[src/rtl/gsim_pkg.sv]
// Shared constants and FSM state type for the solver output buffer.
//   GSIM_N      : entries per bank
//   GSIM_IDX_W  : bank index width
//   gsim_state_e: drain FSM states
package gsim_pkg;

    localparam int unsigned GSIM_N     = 16;
    localparam int unsigned GSIM_IDX_W = 4;

    typedef enum logic {
        GSIM_IDLE  = 1'b0,
        GSIM_DRAIN = 1'b1
    } gsim_state_e;

endpackage

[src/rtl/gsim_round.sv]
// Converts one signed BIT_WIDTH solver word into a signed OUT_WIDTH stream word.
// Macro GSIM_OUT_ROUND_EN: defined   -> round-half-up of the arithmetic shift, saturated
//                          undefined -> arithmetic truncation (drop LSBs)
// Ports:
//   din  : signed two's-complement input word (BIT_WIDTH)
//   dout : converted word (OUT_WIDTH), combinational
module gsim_round #(
    parameter int unsigned BIT_WIDTH = 32,
    parameter int unsigned OUT_WIDTH = 16
) (
    input  logic [BIT_WIDTH-1:0] din,
    output logic [OUT_WIDTH-1:0] dout
);

    localparam int unsigned SHIFT = BIT_WIDTH - OUT_WIDTH;

    generate
        if (SHIFT == 0) begin : g_ident
            assign dout = din;
        end else begin : g_conv
            logic [OUT_WIDTH-1:0] hi;
            assign hi = din[BIT_WIDTH-1 -: OUT_WIDTH];
`ifdef GSIM_OUT_ROUND_EN
            // Add the first dropped bit; only positive overflow is possible.
            logic [OUT_WIDTH:0] sum;
            logic               ovf;
            assign sum  = {hi[OUT_WIDTH-1], hi} + (OUT_WIDTH+1)'(din[SHIFT-1]);
            assign ovf  = sum[OUT_WIDTH] ^ sum[OUT_WIDTH-1];
            assign dout = ovf ? {1'b0, {(OUT_WIDTH-1){1'b1}}} : sum[OUT_WIDTH-1:0];
            if (SHIFT > 1) begin : g_lsb
                logic unused_lsbs;
                assign unused_lsbs = ^din[SHIFT-2:0];
            end
`else
            logic unused_lsbs;
            assign unused_lsbs = ^din[SHIFT-1:0];
            assign dout        = hi;
`endif
        end
    endgenerate

endmodule

[src/rtl/gsim_out_buf.sv]
// Double-banked solver output buffer: results are written into a capture bank,
// a commit snapshots it into a drain bank, which is streamed out word by word
// over a valid/ready interface through gsim_round.
// Macro GSIM_OUT_ROUND_EN selects rounding+saturation in the conversion.
// Ports:
//   clk, rst             : clock, synchronous active-high reset
//   wr_en/wr_idx/wr_data : capture-bank write
//   commit               : snapshot capture into drain (ignored while draining)
//   busy                 : drain bank still holds unaccepted words
//   out_valid/out_ready  : stream handshake
//   out_data/out_idx/out_last : current converted word, its index, last flag
//   commit_drop          : one-cycle pulse for an ignored commit
module gsim_out_buf
    import gsim_pkg::*;
#(
    parameter int unsigned BIT_WIDTH = 32,
    parameter int unsigned OUT_WIDTH = 16
) (
    input  logic                  clk,
    input  logic                  rst,
    input  logic                  wr_en,
    input  logic [GSIM_IDX_W-1:0] wr_idx,
    input  logic [BIT_WIDTH-1:0]  wr_data,
    input  logic                  commit,
    output logic                  busy,
    output logic                  out_valid,
    input  logic                  out_ready,
    output logic [OUT_WIDTH-1:0]  out_data,
    output logic [GSIM_IDX_W-1:0] out_idx,
    output logic                  out_last,
    output logic                  commit_drop
);

    localparam logic [GSIM_IDX_W-1:0] LAST_IDX = GSIM_IDX_W'(GSIM_N - 1);

    gsim_state_e           state_q, state_nxt;
    logic [GSIM_IDX_W-1:0] cnt_q, cnt_nxt;
    logic [BIT_WIDTH-1:0]  cap_q   [GSIM_N];
    logic [BIT_WIDTH-1:0]  cap_nxt [GSIM_N];
    logic [BIT_WIDTH-1:0]  drain_q   [GSIM_N];
    logic [BIT_WIDTH-1:0]  drain_nxt [GSIM_N];
    logic                  commit_drop_nxt;
    logic [BIT_WIDTH-1:0]  sel_word;
    logic [OUT_WIDTH-1:0]  conv_word;

    // Conversion of the word that will be presented after this edge.
    gsim_round #(
        .BIT_WIDTH (BIT_WIDTH),
        .OUT_WIDTH (OUT_WIDTH)
    ) u_round (
        .din  (sel_word),
        .dout (conv_word)
    );

    // State, banks and registered outputs.
    always_ff @(posedge clk) begin
        if (rst) begin
            state_q     <= GSIM_IDLE;
            cnt_q       <= '0;
            cap_q       <= '{default: '0};
            drain_q     <= '{default: '0};
            busy        <= 1'b0;
            out_valid   <= 1'b0;
            out_data    <= '0;
            out_idx     <= '0;
            out_last    <= 1'b0;
            commit_drop <= 1'b0;
        end else begin
            state_q     <= state_nxt;
            cnt_q       <= cnt_nxt;
            cap_q       <= cap_nxt;
            drain_q     <= drain_nxt;
            busy        <= (state_nxt == GSIM_DRAIN);
            out_valid   <= (state_nxt == GSIM_DRAIN);
            out_data    <= conv_word;
            out_idx     <= cnt_nxt;
            out_last    <= (state_nxt == GSIM_DRAIN) && (cnt_nxt == LAST_IDX);
            commit_drop <= commit_drop_nxt;
        end
    end

    // Next-state: capture writes always land; commit snapshots including this cycle's write.
    always_comb begin
        state_nxt       = state_q;
        cnt_nxt         = cnt_q;
        cap_nxt         = cap_q;
        drain_nxt       = drain_q;
        commit_drop_nxt = 1'b0;

        if (wr_en) begin
            cap_nxt[wr_idx] = wr_data;
        end

        case (state_q)
            GSIM_IDLE: begin
                if (commit) begin
                    drain_nxt = cap_nxt;
                    cnt_nxt   = '0;
                    state_nxt = GSIM_DRAIN;
                end
            end
            GSIM_DRAIN: begin
                commit_drop_nxt = commit;
                // out_valid is high throughout DRAIN, so out_ready alone marks a handshake.
                if (out_ready) begin
                    if (cnt_q == LAST_IDX) begin
                        cnt_nxt   = '0;
                        state_nxt = GSIM_IDLE;
                    end else begin
                        cnt_nxt = cnt_q + GSIM_IDX_W'(1);
                    end
                end
            end
            default: state_nxt = GSIM_IDLE;
        endcase

        sel_word = drain_nxt[cnt_nxt];
    end

endmodule

[config.mk]
export PLATFORM = sky130hd
export DESIGN_NAME = gsim_out_buf
export DESIGN_NICKNAME = d
export VERILOG_FILES = /design/src/rtl/gsim_pkg.sv /design/src/rtl/gsim_round.sv /design/src/rtl/gsim_out_buf.sv
export SDC_FILE = /design/constraint.sdc
export NUM_CORES = 1
export LEC_CHECK = 0
export CORE_MARGIN = 5
export CORE_UTILIZATION = 43
export CTS_CLUSTER_DIAMETER = 50
export DETAILED_ROUTE_END_ITERATION = 8
export HOLD_SLACK_MARGIN = 0.05
export RECOVER_POWER = 25
export SLEW_MARGIN = 10
export SYNTH_ARGS = -nofsm -noshare
export SYNTH_HDL_FRONTEND = slang
export SYNTH_SLANG_ARGS = --single-unit
[constraint.sdc]
create_clock -name clk -period 2.55 [get_ports clk]
set_input_delay 0.3825 -clock clk [delete_from_list [all_inputs] [get_ports clk]]
set_output_delay 0.3825 -clock clk [all_outputs]
set_load 0.05 [all_outputs]
==> reports/metrics.yaml <==
synth_flop_cell: "dfxtp_1"
die_w_um: 231
vias_per_cell: 5.58
cts_resized: 3
hold-worst-slack_ps: 159
power_density_nw_per_um2: 764
path_delay_family: "buffers and inverters"
clkLatencyLatePin_ps: 590
cts_max_path_buffers: 3
drtAntennaViolNets: 0
hold_buffers: 0
cp_data_required_time_ps: 2170
fillers: 4479
die_h_um: 231
hold_class: "in2reg"
cts_inserted_buffers: 56
rows: 81
ys_seq_area_share_pct: 51.0
grt_pass1_vias: 16234
critPathArrivalTime_ps: 2080
worst_slew_pin_slew_ps: 1090
finalNonFillerCells: 3010
vdd_drop_max_v: 0.000554
path_clk_slew_ps: 60
r2r_cells: 8
async_flop_share_pct: 0
worstReg2RegStart: "state_q"
maxSlewHeadroom_pct: 27.4
drt-initial-drc-count: 1147
grt_pass1_wl_mm: 95.3
synth_top_area_share_pct: 51.0
place_hpwl_mm: 38.4
drc: 0
final_max_slew_viol_count: 0
design.die.area_um2: 53300
drive_gt1_share_pct: 12.2
portBuffers: 48
syn-cell-area_um2: 21000
worstSetupEndpoint: "out_idx[2]"
synth_edf_count: 0
rsz0062_at_grt: "no"
p_leak_nw: 9.73
critPathKind: "reg2out"
tritoncts: "built"
routedWlPerCell_um: 20.4
end_kind: "output port"
nets: 2384
yosysUniqueCellTypes: 53
grtUsageTotal_pct: 22.7
hold_violations: 0
r2r_slack_ps: 150
path_cells: "clkdlybuf4s50_1"
grt_overflow: 0
final_common_cell: "dfxtp_1"
slowest_delay_ps: 890
yosysWarningCount: 0
finalWirelength_mm: 61.5
start_util_pct: 43.2
avgSynthCellArea_um2: 9.23
gp_congestion: 0.828
setup_viol: 0
postSynthCellCount: 2275
worst-path-buf-inv: 1
vias: 16795
ys_seq_elements: 535
clockRootBuffer: "clkbuf_16"
status: "finished, final reports clean"
cp_slowest_cell: "clkdlybuf4s50_1"
path_max_fanout: 8
cap_violations: 0
placed_cells: 2906
fin_skew_ps: 8.87
htree_levels: 2
syn-num-nets: 2317
synth_area_leaders: "dfxtp_1 51%, mux2i_1 14%, a211oi_1 11%, nor2_1 9.5%, clkbuf_1 2.8%"
yosysTopAreaCell: "dfxtp_1"
cts_setup_buffers: 0
io_pins: 65
cp-startpoint: "cnt_q[2]"
core-area_um2: 48600
antenna_found_initial: 2
fin_crit_sh_pct: 96.5
final_cell_mix: "533 x dfxtp_1, 532 x nor2_1, 315 x a211oi_1"
period_needed_ps: 2460
synthToLayoutAreaGrowth_pct: 18.8
maxClockFrequency_mhz: 407
crit_cells: 1
cp-start-kind: "flip-flop"
grt_max_degree: 112
firstDrtPassIters: 5
cts_num_sinks: 535
r2r_end: "out_data[15]"
-- layout make-up --
class	count	area [um^2]	share of cell area [%]
Sequential cell	535	10700	42.9
Multi-Input combinational cell	1527	9470	38.0
Timing Repair Buffer	220	2060	8.26
Clock buffer	84	1660	6.65
Tap cell	622	778	3.12
Clock inverter	19	255	1.02
Inverter	2	7.51	0.0301
Antenna cell	1	2.50	0.0100
-- synthesized netlist by cell type (all sizes together) (2+ instances only) --
| master | n |
|---|---|
| nor3 | 5 |
| o22ai | 18 |
| a311oi | 3 |
| nand2 | 136 |
| clkbuf | 154 |
| mux2i | 290 |
| nand3b | 5 |
| nand3 | 18 |
| a211oi | 315 |
| a221oi | 16 |
| nand2b | 6 |
| a21oi | 77 |
| o21ai | 15 |
| or2 | 2 |
| buf | 57 |
| and3 | 20 |
| o311ai | 2 |
| inv | 2 |
| dfxtp | 535 |
| nor2 | 542 |
| a21bo | 2 |
| and2 | 18 |
| o31ai | 2 |
| or3 | 3 |
| o41ai | 13 |
-- state kept, by name, indices dropped and copies added (netlist names) --
signal,count
cap_q,256
cnt_q,4
commit_drop,1
drain_q,256
out_data,16
out_last,1
state_q,1
-- layer usage --
metal / up-vias / global-route usage (%) / routed length, um
li1: 8152 / - / -
met1: 8098 / 30.5 / 27900
met2: 394 / 36.6 / 27700
met3: 149 / 3.37 / 2930
met4: 2 / 9.94 / 2910
met5: - / 0 / 13
-- stage by stage --
| stage | setup TNS, ps | area, um^2 | setup slack [ps] | util (%) | power, mW |
|---|---|---|---|---|---|
| final | 0 | 24900 | 90.3 | 51.3 | 19.1 |
| after global routing | 0 | 24900 | 23.3 | 51.3 | 19.8 |
| after CTS | 0 | 25100 | 56.4 | 51.6 | 19.2 |
| after detailed placement | -3780 | 23200 | -312 | 47.7 | 10.8 |
| after global placement | -2960 | 23200 | -304 | 47.7 | 10.8 |
| after floorplan | 0 | 21000 | 73.3 | - | 10.1 |
-- logic make-up after synthesis --
group,synth area share (%)
and+or+nand+nor,14.7
DFF,51.0
AOI/OAI and AO/OA,16.2
muxes,13.8
buffers and inverters,4.17
adders and majority gates,0.0596
-- report_power, final --
group	internal, mW	switching [mW]
combinational	0.648	1.08
clock	5.08	3.36
sequential	8.70	0.189
-- how the worst min path moves through the flow --
| stage | start | to | cells after the start | slack [ps] |
|---|---|---|---|---|
| 3_5_place_dp | cap_q[16] | cap_q[16] | 2 | 480 |
| 2_1_floorplan | cap_q[511] | cap_q[511] | 2 | 450 |
| 6_report | rst | cap_q[306] | 2 | 160 |
| 3_3_place_gp | cap_q[127] | cap_q[127] | 2 | 470 |
| 4_1_cts | rst | cap_q[406] | 2 | 130 |
| 5_1_grt | rst | cap_q[63] | 2 | 160 |
Power figures use the tool's default switching activity.
